## src/rtl/pong_pkg.sv

```systemverilog
// Shared Pong playfield constants, collision codes and ball controller state encoding.
package pong_pkg;

  localparam logic [2:0] COL_NONE   = 3'd0;
  localparam logic [2:0] COL_PADDLE = 3'd1;
  localparam logic [2:0] COL_FLOOR  = 3'd2;
  localparam logic [2:0] COL_CEIL   = 3'd3;
  localparam logic [2:0] COL_NET    = 3'd4;
  localparam logic [2:0] COL_WALL   = 3'd5;

  localparam int PF_NET_X    = 600;
  localparam int PF_TOP_Y    = 73;
  localparam int PF_BOTTOM_Y = 472;
  localparam int BALL_SIZE   = 8;
  localparam int PADDLE_X    = 592;

  typedef enum logic [1:0] {
    ST_SERVE = 2'd0,
    ST_PLAY  = 2'd1,
    ST_MISS  = 2'd2
  } state_e;

endpackage

```

## src/rtl/ball_motion_ctrl_if.sv

```systemverilog
// Control inputs and ball position/event outputs shared by the ball controller and its clients.
interface ball_motion_ctrl_if;
  logic       GameEnable;
  logic       FrameTick;
  logic [2:0] ColIn;
  logic [9:0] ballPosX;
  logic [9:0] ballPosY;
  logic       ballPosReset;
  logic       ballDirX;
  logic       ballDirY;
  logic       HitPulse;
  logic       MissPulse;

  modport master (
    output GameEnable, FrameTick, ColIn,
    input  ballPosX, ballPosY, ballPosReset, ballDirX, ballDirY, HitPulse, MissPulse
  );

  modport slave (
    input  GameEnable, FrameTick, ColIn,
    output ballPosX, ballPosY, ballPosReset, ballDirX, ballDirY, HitPulse, MissPulse
  );
endinterface

```

## src/rtl/ball_axis_step.sv

```systemverilog
// One-axis ball step: move by step in the given direction, clamped to [min, max].
module ball_axis_step (
  input  logic [9:0] pos_i,
  input  logic       dir_i,
  input  logic [9:0] step_i,
  input  logic [9:0] min_i,
  input  logic [9:0] max_i,
  output logic [9:0] pos_o
);

  logic [10:0] inc;
  logic [10:0] floor_sum;
  logic [9:0]  dec;

  // 11-bit sums so neither direction can wrap before the clamp compare
  assign inc       = {1'b0, pos_i} + {1'b0, step_i};
  assign floor_sum = {1'b0, min_i} + {1'b0, step_i};
  assign dec       = pos_i - step_i;

  always_comb begin
    pos_o = pos_i;
    if (dir_i) begin
      pos_o = (inc > {1'b0, max_i}) ? max_i : inc[9:0];
    end else begin
      pos_o = ({1'b0, pos_i} < floor_sum) ? min_i : dec;
    end
  end

endmodule

```

## src/rtl/ball_motion_ctrl.sv

```systemverilog
// Pong ball position/direction controller: serve delay, per-frame stepping, bounce and miss handling.
module ball_motion_ctrl
  import pong_pkg::*;
#(
  parameter int START_X      = 320,
  parameter int START_Y      = 268,
  parameter int STEP_X       = 2,
  parameter int STEP_Y       = 2,
  parameter int NET_X        = PF_NET_X,
  parameter int TOP_Y        = PF_TOP_Y,
  parameter int BOTTOM_Y     = PF_BOTTOM_Y,
  parameter int SERVE_FRAMES = 60
) (
  input  logic               Clk,
  input  logic               Reset,
  ball_motion_ctrl_if.slave  bus
);

  localparam int CNT_W = $clog2(SERVE_FRAMES);

  state_e           state_q, state_d;
  logic [CNT_W-1:0] cnt_q, cnt_d;
  logic [9:0]       x_q, x_d, y_q, y_d;
  logic             dirx_q, dirx_d, diry_q, diry_d;
  logic             serve_diry_q, serve_diry_d;
  logic             pos_reset_q, pos_reset_d;
  logic             hit_q, hit_d, miss_q, miss_d;

  logic             advance;
  logic             dirx_upd, diry_upd;
  logic [9:0]       x_step, y_step;

  assign advance = bus.GameEnable & bus.FrameTick;

  // Directions are set, never toggled, so a repeated collision code is harmless
  always_comb begin
    dirx_upd = dirx_q;
    diry_upd = diry_q;
    case (bus.ColIn)
      COL_PADDLE: dirx_upd = 1'b0;
      COL_WALL:   dirx_upd = 1'b1;
      COL_CEIL:   diry_upd = 1'b1;
      COL_FLOOR:  diry_upd = 1'b0;
      default:    ;
    endcase
  end

  ball_axis_step u_step_x (
    .pos_i  (x_q),
    .dir_i  (dirx_upd),
    .step_i (10'(STEP_X)),
    .min_i  (10'd0),
    .max_i  (10'(NET_X)),
    .pos_o  (x_step)
  );

  ball_axis_step u_step_y (
    .pos_i  (y_q),
    .dir_i  (diry_upd),
    .step_i (10'(STEP_Y)),
    .min_i  (10'(TOP_Y)),
    .max_i  (10'(BOTTOM_Y - BALL_SIZE)),
    .pos_o  (y_step)
  );

  always_ff @(posedge Clk) begin
    if (Reset) begin
      state_q      <= ST_SERVE;
      cnt_q        <= '0;
      x_q          <= 10'(START_X);
      y_q          <= 10'(START_Y);
      dirx_q       <= 1'b1;
      diry_q       <= 1'b1;
      serve_diry_q <= 1'b1;
      pos_reset_q  <= 1'b1;
      hit_q        <= 1'b0;
      miss_q       <= 1'b0;
    end else begin
      state_q      <= state_d;
      cnt_q        <= cnt_d;
      x_q          <= x_d;
      y_q          <= y_d;
      dirx_q       <= dirx_d;
      diry_q       <= diry_d;
      serve_diry_q <= serve_diry_d;
      pos_reset_q  <= pos_reset_d;
      hit_q        <= hit_d;
      miss_q       <= miss_d;
    end
  end

  always_comb begin
    state_d      = state_q;
    cnt_d        = cnt_q;
    x_d          = x_q;
    y_d          = y_q;
    dirx_d       = dirx_q;
    diry_d       = diry_q;
    serve_diry_d = serve_diry_q;
    case (state_q)
      ST_SERVE: begin
        if (advance) begin
          if (cnt_q == CNT_W'(SERVE_FRAMES - 1)) begin
            state_d = ST_PLAY;
            cnt_d   = '0;
            dirx_d  = 1'b1;
            diry_d  = serve_diry_q;
          end else begin
            cnt_d = cnt_q + CNT_W'(1);
          end
        end
      end
      ST_PLAY: begin
        if (advance) begin
          if (bus.ColIn == COL_NET) begin
            state_d = ST_MISS;
          end else begin
            dirx_d = dirx_upd;
            diry_d = diry_upd;
            x_d    = x_step;
            y_d    = y_step;
          end
        end
      end
      ST_MISS: begin
        // Runs on the first enabled Clk, independent of FrameTick
        if (bus.GameEnable) begin
          state_d      = ST_SERVE;
          cnt_d        = '0;
          x_d          = 10'(START_X);
          y_d          = 10'(START_Y);
          serve_diry_d = ~serve_diry_q;
        end
      end
      default: state_d = ST_SERVE;
    endcase
  end

  always_comb begin
    pos_reset_d = (state_d != ST_PLAY);
    hit_d       = advance && (state_q == ST_PLAY) && (bus.ColIn == COL_PADDLE) && dirx_q;
    miss_d      = bus.GameEnable && (state_q == ST_MISS);
  end

  assign bus.ballPosX     = x_q;
  assign bus.ballPosY     = y_q;
  assign bus.ballPosReset = pos_reset_q;
  assign bus.ballDirX     = dirx_q;
  assign bus.ballDirY     = diry_q;
  assign bus.HitPulse     = hit_q;
  assign bus.MissPulse    = miss_q;

endmodule
```

## src/flat_wrapper.sv

```systemverilog
// flat-port wrapper written by rule: the top's interface ports become plain ports
module ball_motion_ctrl_flat import pong_pkg::*;
#(
  parameter int START_X      = 320,
  parameter int START_Y      = 268,
  parameter int STEP_X       = 2,
  parameter int STEP_Y       = 2,
  parameter int NET_X        = PF_NET_X,
  parameter int TOP_Y        = PF_TOP_Y,
  parameter int BOTTOM_Y     = PF_BOTTOM_Y,
  parameter int SERVE_FRAMES = 60
)
  (Clk, Reset, bus_GameEnable, bus_FrameTick, bus_ColIn, bus_ballPosX, bus_ballPosY, bus_ballPosReset, bus_ballDirX, bus_ballDirY, bus_HitPulse, bus_MissPulse);
  ball_motion_ctrl_if bus_i ();
  input  logic Clk;
  input  logic Reset;
  input wire logic [$bits(bus_i.GameEnable)-1:0] bus_GameEnable;
  input wire logic [$bits(bus_i.FrameTick)-1:0] bus_FrameTick;
  input wire logic [$bits(bus_i.ColIn)-1:0] bus_ColIn;
  output wire logic [$bits(bus_i.ballPosX)-1:0] bus_ballPosX;
  output wire logic [$bits(bus_i.ballPosY)-1:0] bus_ballPosY;
  output wire logic [$bits(bus_i.ballPosReset)-1:0] bus_ballPosReset;
  output wire logic [$bits(bus_i.ballDirX)-1:0] bus_ballDirX;
  output wire logic [$bits(bus_i.ballDirY)-1:0] bus_ballDirY;
  output wire logic [$bits(bus_i.HitPulse)-1:0] bus_HitPulse;
  output wire logic [$bits(bus_i.MissPulse)-1:0] bus_MissPulse;
  assign bus_i.GameEnable = bus_GameEnable;
  assign bus_i.FrameTick = bus_FrameTick;
  assign bus_i.ColIn = bus_ColIn;
  assign bus_ballPosX = bus_i.ballPosX;
  assign bus_ballPosY = bus_i.ballPosY;
  assign bus_ballPosReset = bus_i.ballPosReset;
  assign bus_ballDirX = bus_i.ballDirX;
  assign bus_ballDirY = bus_i.ballDirY;
  assign bus_HitPulse = bus_i.HitPulse;
  assign bus_MissPulse = bus_i.MissPulse;
  ball_motion_ctrl #(.START_X(START_X), .START_Y(START_Y), .STEP_X(STEP_X), .STEP_Y(STEP_Y), .NET_X(NET_X), .TOP_Y(TOP_Y), .BOTTOM_Y(BOTTOM_Y), .SERVE_FRAMES(SERVE_FRAMES)) u_core (.Clk(Clk), .Reset(Reset), .bus(bus_i));
endmodule
```

## config.mk

```make
export PLATFORM = sky130hd
export DESIGN_NAME = ball_motion_ctrl_flat
export DESIGN_NICKNAME = d
export VERILOG_FILES = /design/src/rtl/pong_pkg.sv /design/src/rtl/ball_motion_ctrl_if.sv /design/src/rtl/ball_axis_step.sv /design/src/rtl/ball_motion_ctrl.sv /design/src/flat_wrapper.sv
export SDC_FILE = /design/constraint.sdc
export NUM_CORES = 1
export LEC_CHECK = 0
export ABC_AREA = 0
export BUFFER_PORTS_ARGS = -buffer_cell sky130_fd_sc_hd__buf_2
export CAP_MARGIN = 5
export CORE_MARGIN = 8
export CORE_UTILIZATION = 50
export CTS_CLUSTER_SIZE = 20
export DETAILED_ROUTE_END_ITERATION = 16
export GPL_TIMING_DRIVEN = 0
export PLACE_DENSITY_LB_ADDON = 0.2
export SLEW_MARGIN = 0
export SYNTH_ARGS = -nofsm -noshare
export SYNTH_HDL_FRONTEND = slang
export SYNTH_SLANG_ARGS = --single-unit
```

## constraint.sdc

```tcl
create_clock -name Clk -period 3.8 [get_ports Clk]
set_input_delay 0.57 -clock Clk [delete_from_list [all_inputs] [get_ports Clk]]
set_output_delay 0.57 -clock Clk [all_outputs]
set_load 0.01 [all_outputs]
```

==> metrics.md, run 1 <==
| Metric | Value |
|---|---|
| Crit-path slowest cell | `dfxtp_1` |
| Hold buffers post-CTS | `0` |
| Setup Buffers After CTS | `0` |
| Pin count of the biggest net entering global routing | `12` |
| Routed WL | `7.44 mm` |
| Top sig layer | `met4` |
| Initial Util | `51.5%` |
| Max-slew violations | `0` |
| Fmax | `419 MHz` |
| CP endpoint | `u_core.bus.ballPosX[5]` |
| Routed vias | `2805` |
| Syn avg cell area | `7.52 µm²` |
| Hpwl dp | `5.41 mm` |
| Std-Cell Rows | `26` |
| FF-to-FF setup slack | `1.41 ns` |
| Wirelength per Cell | `16.3 µm` |
| Crit-path max cell delay | `0.52 ns` |
| Mapped Cells | `350` |
| Die H | `88.6 µm` |
| Final Cell Area | `0.00296 mm²` |
| Ys flop type | `dfxtp_1` |
| Core ar. | `0.00511 mm²` |
| Crit Path Max Fanout | `10` |
| Wl on met1 | `3.24 mm` |
| Setup tns final | `0 ns` |
| GPL Wtd Cong | `0.946` |
| Final Hold Vio Count | `0` |
| Ys Warns | `0` |
| Reg clk slew, reported paths | `0.08 ns` |
| Full die area | `0.00784 mm²` |
| Most frequent CP cell | `o22ai_1` |
| Yosys cell types | `68` |
| First-pass iteration count of the detailed router | `4` |
| Commonest non-fill, non-tap cell in the layout | `buf_2` |
| I/O Buffers | `30` |
| Post-synth EDFFs | `0` |
| Starting DRT DRC Count | `250` |
| CTS buffer count | `5` |
| Outcome | `finished clean` |
| Ys async rst share | `0%` |
| Pwr/cell area | `230 mW/mm²` |
| Antenna viol nets, final | `0` |
| R2R cell count | `7` |
| First-pass GRT wire length | `12.4 mm` |
| Root buf cell | `clkbuf_8` |
| Vias in the first global route | `2639` |
| Met3 wire len | `542 µm` |
| Syn nets | `362` |
| RSZ-0062 raised after global routing | `no` |
| Post-CTS sizing | `0` |
| Tcrit/Tclk final | `62.8%` |
| Slew headroom | `56.9%` |
| Die width | `88.6 µm` |
| Clock Tree Buf Depth | `2` |
| GRT Util Overall | `19.8%` |
| Worst EP required | `4.02 ns` |
| Layout Nets | `399` |
| P&R area growth vs syn | `12.3%` |
| Clock latency on the worst-skew pair | `0.30 ns` |
| Setup crit end kind | `flip-flop` |
| Drt drc | `0` |
| Peak supply drop | `0.160 mV` |
| Placed Area | `0.00287 mm²` |
| Drt via density | `6.12` |
| Cell area after synthesis | `0.00263 mm²` |
| ANT cells | `0` |
| CTS tree | `yes` |
| Sequential element share of the synthesized area | `25.1%` |
| Most frequent cells in the layout | `buf_2 (39), nor2_1 (35), dfxtp_1 (33)` |
| Critical path class | `reg -> reg` |
| Met2 wire len | `3.42 mm` |
| Crit start category | `flip-flop` |
| Register bit total from synthesis | `33` |
| Final setup viols | `0` |
| Crit path launch | `u_core.bus.ballPosX[2]` |
| Initial antenna violation count | `0` |
| Number of H-tree levels | `2` |
| Pleak | `1.14 nW` |
| Total grt overflow | `0` |
| Share of cells above drive strength 1 | `17.5%` |
| Sink Count | `33` |
| I/O pin count | `32` |
| Reg2Reg Launch Point | `u_core.bus.ballPosX[2]` |
| Hold Crit Class | `reg -> reg` |
| MaxCap Viol Count | `0` |
| Sequence of cells on the critical path | `ha_1 > clkbuf_1 > nand4_1 > mux2_2 > o22ai_1 > o22ai_1 > o21ai_0` |
| Filler cells | `493` |
| Worst Max-Slew Pin Slew | `0.634 ns` |
| Skew final | `0.00652 ns` |
| FF-to-FF End | `u_core.bus.ballPosX[5]` |
| Minimum clock period after layout | `2.39 ns` |
| Arrival time worst endpoint | `2.61 ns` |
-- power by group --
group,total (mW),leakage (nW),internal [mW],switching [mW]
logic,0.0559,0.833,0.0206,0.0354
clock network,0.275,0.0439,0.127,0.149
registers,0.350,0.266,0.348,0.00199
total,0.681,1.14,0.495,0.186
-- synth_stat cells, drive strengths merged, types with 8 or more instances --
master / count / area share (%)
a31oi: 8 / 1.9
inv: 12 / 1.7
nand2: 29 / 4.1
dfxtp: 33 / 25
clkbuf: 10 / 1.4
buf: 16 / 4.1
xnor2: 9 / 3.3
nor2: 35 / 5.0
nor3: 13 / 2.5
nand3: 18 / 3.4
o21ai: 23 / 4.4
a21oi: 20 / 3.8
-- per-layer routing --
layer	vias to the layer above	track usage, %
met5	-	0
met4	0	10.4
met3	24	4.36
met2	133	30.5
met1	1280	25.1
li1	1368	-
-- worst max-delay path: cells and delay by family (launching register included) --
kind            cells  cell delay, ns
simple gates        1            0.20
mux                 1            0.35
buf+inv             1            0.34
flops               1            0.52
fa+ha+maj           1            0.25
compound gates      3            0.65
-- registers in the layout (all words and copies together) (netlist names) --
register	cells
u_core.bus.HitPulse	1
u_core.bus.MissPulse	1
u_core.bus.ballDirX	1
u_core.bus.ballDirY	1
u_core.bus.ballPosReset	1
u_core.bus.ballPosX	9
u_core.bus.ballPosY	10
u_core.cnt_q	6
u_core.serve_diry_q	1
u_core.state_q	2
-- worst min-delay path by stage --
stage / startpoint / endpoint / slack, ns / depth (start not counted)
floorplan: u_core.cnt_q[5] / u_core.cnt_q[5] / 0.46 / 2
detailed placement: u_core.serve_diry_q / u_core.serve_diry_q / 0.48 / 2
finish: u_core.serve_diry_q / u_core.serve_diry_q / 0.51 / 2
CTS: u_core.serve_diry_q / u_core.serve_diry_q / 0.51 / 2
global route: u_core.cnt_q[5] / u_core.cnt_q[5] / 0.52 / 2
global placement: u_core.cnt_q[5] / u_core.cnt_q[5] / 0.47 / 2
-- through the flow --
step / power (mW) / hold slack, ns / cells / setup WS, ns / utilization [%]
floorplan: 0.395 / 0.458 / 350 / 1.76 / -
global placement: 0.412 / 0.475 / 450 / 1.36 / 56.2
detailed placement: 0.413 / 0.482 / 450 / 1.31 / 56.2
CTS: 0.685 / 0.506 / 458 / 1.46 / 57.9
global route: 0.707 / 0.522 / 458 / 1.26 / 57.9
finish: 0.681 / 0.509 / 458 / 1.41 / 57.9
-- layout make-up --
type | count | area (µm²) | share of cell area [%]
clock inverter | 3 | 17.5 | 0.592
inverter | 13 | 48.8 | 1.65
clock buffer | 5 | 68.8 | 2.33
buffer | 26 | 146 | 4.95
multi-input combinational | 278 | 1780 | 60.1
sequential | 33 | 661 | 22.3
tap | 70 | 87.6 | 2.96
timing repair buffer | 30 | 150 | 5.08
-- kinds of logic (layout without fill, tap and decap cells) --
logic type | after synthesis | after routing | share of synthesized area, %
AND/OR/NAND/NOR | 147 | 147 | 29.3
AO/OA/AOI/OAI | 99 | 99 | 25.8
buffers and inverters | 39 | 77 | 7.41
flip-flops | 33 | 33 | 25.1
XOR/XNOR | 14 | 14 | 4.94
multiplexers | 12 | 12 | 4.94
adder cells (fa/ha/maj) | 5 | 5 | 2.38
other | 1 | 1 | 0.142
(Power assumes the default switching activity.)
==> run 2, diff against run 1 <==
- clock period: 3.8 -> 2.4 ns (I/O delays scaled with it)
==> metrics.md, run 2 (synthesis results as in run 1) <==
| Metric | Value |
|---|---|
| Outcome | `finished clean` |
| Reg clk slew, reported paths | `0.08 ns (about the same)` |
| Die H | `88.6 µm (unchanged)` |
| Arrival time worst endpoint | `2.44 ns (-0.17 ns)` |
| Placed cells | `450 (unchanged)` |
| Share of cells above drive strength 1 | `18.6% (+1.0 points)` |
| Final Hold Slack | `0.409 ns (-0.101 ns)` |
| CTS tree | `yes` |
| Levels on crit path | `7 (unchanged)` |
| Pwr/cell area | `361 mW/mm² (+57%)` |
| Clock latency on the worst-skew pair | `0.30 ns (about the same)` |
| Power, Total | `1.08 mW (+58%)` |
| Number of H-tree levels | `2 (unchanged)` |
| Root buf cell | `clkbuf_8` |
| Crit-path slowest cell | `dfxtp_1` |
| Pin count of the biggest net entering global routing | `12 (unchanged)` |
| Crit Path Max Fanout | `10 (unchanged)` |
| Routed WL | `7.45 mm (about the same)` |
| Initial antenna violation count | `0 (unchanged)` |
| Hpwl dp | `5.41 mm (unchanged)` |
| Full die area | `0.00784 mm² (unchanged)` |
| Wirelength per Cell | `16.3 µm (about the same)` |
| WP buf/inv | `1 (unchanged)` |
| MaxCap Viol Count | `0 (unchanged)` |
| Slew headroom | `57.0% (+0.079 points)` |
| Initial Util | `51.5% (unchanged)` |
| Max-slew violations | `0 (unchanged)` |
| Total grt overflow | `0 (unchanged)` |
| FF-to-FF setup slack | `0.11 ns (-1.30 ns)` |
| Setup tns final | `0 ns (unchanged)` |
| Drt via density | `6.15 (+0.43%)` |
| Starting DRT DRC Count | `252 (+0.80%)` |
| First-pass iteration count of the detailed router | `7 (+3)` |
| Crit start category | `flip-flop` |
| Setup crit end kind | `flip-flop` |
| I/O Buffers | `30 (unchanged)` |
| Sequence of cells on the critical path | `ha_1 > clkbuf_1 > and3_1 > o21ai_0 > a221o_1 > a21oi_1 > o21ai_1` |
| Layout Nets | `399 (unchanged)` |
| GRT Util Overall | `19.8% (unchanged)` |
| Die width | `88.6 µm (unchanged)` |
| Peak supply drop | `0.253 mV (+58%)` |
| Most frequent cells in the layout | `buf_2 (38), nor2_1 (35), dfxtp_1 (33)` |
| GPL Wtd Cong | `0.946 (unchanged)` |
| ANT cells | `0 (unchanged)` |
| R2R cell count | `7 (unchanged)` |
| Clock Tree Buf Depth | `2 (unchanged)` |
| Gate family responsible for the most delay along the worst path | `compound AO/OA/AOI/OAI gates` |
| P&R area growth vs syn | `13.2%` |
| Routed vias | `2817 (+0.43%)` |
| FF-to-FF End | `u_core.bus.ballPosX[8]` |
| CP endpoint | `u_core.bus.ballPosX[8]` |
| Worst EP required | `2.56 ns (-1.46 ns)` |
| RSZ-0062 raised after global routing | `no` |
| Core ar. | `0.00511 mm² (unchanged)` |
| Filler cells | `489 (-0.81%)` |
| Hold Crit Class | `in -> reg` |
| Hold buffers post-CTS | `0 (unchanged)` |
| Max FFs per register | `10 (unchanged)` |
| Non-filler cells, final | `458 (unchanged)` |
| Pleak | `1.15 nW (+0.35%)` |
| Crit-path max cell delay | `0.54 ns (+0.02 ns)` |
| Antenna viol nets, final | `0 (unchanged)` |
| Crit path launch | `u_core.bus.ballPosX[2]` |
| Minimum clock period after layout | `2.29 ns (-0.100 ns)` |
| Vias in the first global route | `2639 (unchanged)` |
| First-pass GRT wire length | `12.4 mm (unchanged)` |
| Final Hold Vio Count | `0 (unchanged)` |
| Tcrit/Tclk final | `95.3% (+32 points)` |
| Worst Max-Slew Pin Slew | `0.633 ns (-0.00116 ns)` |
| I/O pin count | `32 (unchanged)` |
| Std-Cell Rows | `26 (unchanged)` |
| Critical path class | `reg -> reg` |
| CTS buffer count | `5 (unchanged)` |
| Reg2Reg Launch Point | `u_core.bus.ballPosX[2]` |
| Sink Count | `33 (unchanged)` |
| Final setup viols | `0 (unchanged)` |
| Commonest non-fill, non-tap cell in the layout | `buf_2` |
| Fmax | `437 MHz (+4.4%)` |
| Drt drc | `0 (unchanged)` |
| Skew final | `0.00658 ns (+0.0000648 ns)` |
## run 2: power by group
group | switching [mW] | leakage [nW] | total, mW | internal, mW
logic | 0.0562 | 0.838 | 0.0890 | 0.0327
clock network | 0.234 | 0.0439 | 0.435 | 0.200
registers | 0.00315 | 0.266 | 0.554 | 0.551
total | 0.294 | 1.15 | 1.08 | 0.784
## run 2: worst min path at each step
stage                             start              endpoint  slack, ns  depth (start not counted)
floorplan               u_core.cnt_q[5]       u_core.cnt_q[5]       0.46                          2
global placement        u_core.cnt_q[5]       u_core.cnt_q[5]       0.47                          2
detailed placement  u_core.serve_diry_q   u_core.serve_diry_q       0.48                          2
CTS                      bus_GameEnable  u_core.bus.MissPulse       0.40                          3
global route             bus_GameEnable  u_core.bus.MissPulse       0.43                          3
finish                   bus_GameEnable  u_core.bus.MissPulse       0.41                          3
## run 2: final cells by class
| class | instances | area [µm²] | area share (%) |
|---|---|---|---|
| clock inverters | 3 | 17.5 | 0.588 |
| plain buffers | 26 | 149 | 5.00 |
| flip-flops and latches | 33 | 661 | 22.2 |
| inverters | 13 | 48.8 | 1.64 |
| well taps | 70 | 87.6 | 2.94 |
| multi-input cells | 278 | 1800 | 60.3 |
| clock buffers | 5 | 68.8 | 2.31 |
| repair buffers | 30 | 150 | 5.04 |
## run 2: repair_timing
| item | 4_1_cts | 5_1_grt |
|---|---|---|
| resized for setup | 0 | 6 |
| setup buffers | 0 | 0 |
| setup endpoints to repair | 0 | 8 |
## run 2: stage by stage
| step | utilization, % | setup WS (ns) | area [µm²] |
|---|---|---|---|
| after floorplan | - | 0.361 | 2630 |
| after global placement | 56.2 | 0.102 | 2870 |
| after detailed placement | 56.2 | 0.0857 | 2870 |
| after CTS | 57.9 | 0.0635 | 2960 |
| after global routing | 58.4 | 0.0245 | 2980 |
| final | 58.4 | 0.114 | 2980 |
## run 2: worst register-to-register path, cell delays in order, from the launching register on
cell and delay [ns]:
dfxtp_1 0.54, ha_1 0.25, clkbuf_1 0.34, and3_1 0.30, o21ai_0 0.11, a221o_1 0.39
a21oi_1 0.14, o21ai_1 0.09
## run 2: metal layers
metal  vias up  wire length, µm  track usage, %
met1      1300             3260            25.1
met4         0              216            10.4
met3        23              534            4.36
met5         -                0               0
li1       1372                -               -
met2       122             3440            30.5
==> run 3, diff against run 2 <==
- RECOVER_POWER: not set -> 100
- SLEW_MARGIN: 0 -> not set
==> metrics.md, run 3 (synthesis results as in run 1) <==
| Metric | Value |
|---|---|
| First-pass iteration count of the detailed router | `5 (-2)` |
| Cell internal pwr | `0.783 mW (about the same)` |
| Commonest non-fill, non-tap cell in the layout | `clkbuf_1` |
| Layout Nets | `399 (unchanged)` |
| Std-Cell Rows | `26 (unchanged)` |
| Pleak | `1.06 nW (-7.7%)` |
| Antenna viol nets, final | `0 (unchanged)` |
| Die H | `88.6 µm (unchanged)` |
| Pwr/cell area | `366 mW/mm² (+1.2%)` |
| Clock Tree Buf Depth | `2 (unchanged)` |
| Crit start category | `flip-flop` |
| Hpwl dp | `5.41 mm (unchanged)` |
| P&R area growth vs syn | `11.9%` |
| Fmax | `437 MHz (-0.13%)` |
| Share of cells above drive strength 1 | `11.6% (-7.0 points)` |
| Clock latency on the worst-skew pair | `0.30 ns (about the same)` |
| GRT Util Overall | `19.8% (unchanged)` |
| Drt drc | `0 (unchanged)` |
| CTS buffer count | `5 (unchanged)` |
| Reg clk slew, reported paths | `0.08 ns (about the same)` |
| Outcome | `finished clean` |
| Vias in the first global route | `2639 (unchanged)` |
| Max FFs per register | `10 (unchanged)` |
| I/O Buffers | `30 (unchanged)` |
| Final Cell Area | `0.00295 mm² (-1.1%)` |
| Most frequent cells in the layout | `clkbuf_1 (37), nor2_1 (35), dfxtp_1 (33)` |
| Pin count of the biggest net entering global routing | `12 (unchanged)` |
| First-pass GRT wire length | `12.4 mm (unchanged)` |
| WP buf/inv | `1 (unchanged)` |
| Final Hold Vio Count | `0 (unchanged)` |
| Sw Ratio | `27.4% (+0.099 points)` |
| NetSw | `0.295 mW (+0.42%)` |
| Clock network fraction of total power | `40.4% (about the same)` |
| Crit Path Max Fanout | `10 (unchanged)` |
| Starting DRT DRC Count | `250 (-0.79%)` |
| Setup crit end kind | `flip-flop` |
| ANT cells | `0 (unchanged)` |
| MaxCap Viol Count | `0 (unchanged)` |
| Sequence of cells on the critical path | `ha_1 > clkbuf_1 > nand4_1 > mux2_2 > o22ai_2 > o22ai_1 > o21ai_0` |
| Drt via density | `6.20 (+0.82%)` |
| Full die area | `0.00784 mm² (unchanged)` |
| Max-slew violations | `0 (unchanged)` |
| Tcrit/Tclk final | `95.4% (+0.13 points)` |
| Minimum clock period after layout | `2.29 ns (+0.00305 ns)` |
| Initial Util | `51.5% (unchanged)` |
| Total grt overflow | `0 (unchanged)` |
| Worst EP required | `2.62 ns (+0.06 ns)` |
| Worst Max-Slew Pin Slew | `0.631 ns (-0.00247 ns)` |
| Placed Area | `0.00287 mm² (unchanged)` |
| Die width | `88.6 µm (unchanged)` |
| Critical path class | `reg -> reg` |
| Routed WL | `7.45 mm (about the same)` |
| Crit-path slowest cell | `dfxtp_1` |
| Core ar. | `0.00511 mm² (unchanged)` |
| I/O pin count | `32 (unchanged)` |
| GPL Wtd Cong | `0.946 (unchanged)` |
| Slew headroom | `57.1% (+0.17 points)` |
| Final setup viols | `0 (unchanged)` |
| Flop pwr share | `51.4% (about the same)` |
| Setup tns final | `0 ns (unchanged)` |
| Number of H-tree levels | `2 (unchanged)` |
| Hold Crit Class | `in -> reg` |
| Skew final | `0.00437 ns (-0.00221 ns)` |
| Wirelength per Cell | `16.3 µm (about the same)` |
| CTS tree | `yes` |
| Initial antenna violation count | `0 (unchanged)` |
| Combinational share of power | `8.2% (about the same)` |
| Sink Count | `33 (unchanged)` |
| Crit-path max cell delay | `0.54 ns (about the same)` |
| Arrival time worst endpoint | `2.51 ns (+0.07 ns)` |
| RSZ-0062 raised after global routing | `no` |
| Routed vias | `2840 (+0.82%)` |
| Final Hold Slack | `0.409 ns (-0.000268 ns)` |
| Root buf cell | `clkbuf_8` |
| Gate family responsible for the most delay along the worst path | `flip-flops` |
| Peak supply drop | `0.250 mV (-1.1%)` |
| Filler cells | `510 (+4.3%)` |
run 3: final cells by class:
type	instances	area, µm²	area share (%)
plain buffers	26	146	4.97
flip-flops and latches	33	661	22.4
multi-input cells	278	1800	61.0
inverters	13	48.8	1.66
clock inverters	3	17.5	0.594
clock buffers	5	68.8	2.34
repair buffers	30	119	4.03
well taps	70	87.6	2.97
run 3: final timing paths:
check	startpoint	to	slack, ns	depth (start not counted)
worst max register to register	u_core.bus.ballPosX[2]	u_core.bus.ballPosX[5]	0.11	7
worst max-delay path	u_core.bus.ballPosX[2]	u_core.bus.ballPosX[5]	0.11	7
worst min-delay path	bus_GameEnable	u_core.bus.MissPulse	0.41	3
worst min register to register	u_core.serve_diry_q	u_core.serve_diry_q	0.51	2
run 3: power by group through the flow:
stage | Sequential (mW) | Combinational [mW] | Clock, mW
after floorplan | 0.567 | 0.0591 | 0
after global placement | 0.566 | 0.0864 | 0
after detailed placement | 0.567 | 0.0873 | 0
after CTS | 0.554 | 0.0876 | 0.444
after global routing | 0.554 | 0.0983 | 0.467
final | 0.554 | 0.0885 | 0.436
run 3: stage by stage:
step / std cells / worst slack (ns) / utilization (%) / total power [mW]
6_report: 458 / 0.111 / 57.7 / 1.08
5_1_grt: 458 / 0.0177 / 57.7 / 1.12
4_1_cts: 458 / 0.0635 / 57.9 / 1.09
3_5_place_dp: 450 / 0.0857 / 56.2 / 0.654
3_3_place_gp: 450 / 0.102 / 56.2 / 0.653
2_1_floorplan: 350 / 0.361 / - / 0.626
run 3: worst register-to-register path: cells and delay by family (launching register included):
family	cells	cell delay [ns]
DFF	1	0.54
muxes	1	0.35
adders and majority gates	1	0.25
and+or+nand+nor	1	0.20
buffers and inverters	1	0.34
AOI/OAI and AO/OA	3	0.53
run 3: what timing repair did:
action | CTS | global route
resized for setup | 0 | 6
setup buffers | 0 | 0
endpoints found under the setup margin | 0 | 8
hold endpoints to repair | 0 | 0
hold buffers | 0 | 0
run 3: routing by layer:
| metal | up-vias | share of wire (%) | global-route usage [%] |
|---|---|---|---|
| li1 | 1371 | - | - |
| met3 | 30 | 6.5 | 4.36 |
| met4 | 0 | 3.2 | 10.4 |
| met1 | 1330 | 44 | 25.1 |
| met2 | 109 | 46 | 30.5 |
| met5 | - | 0 | 0 |
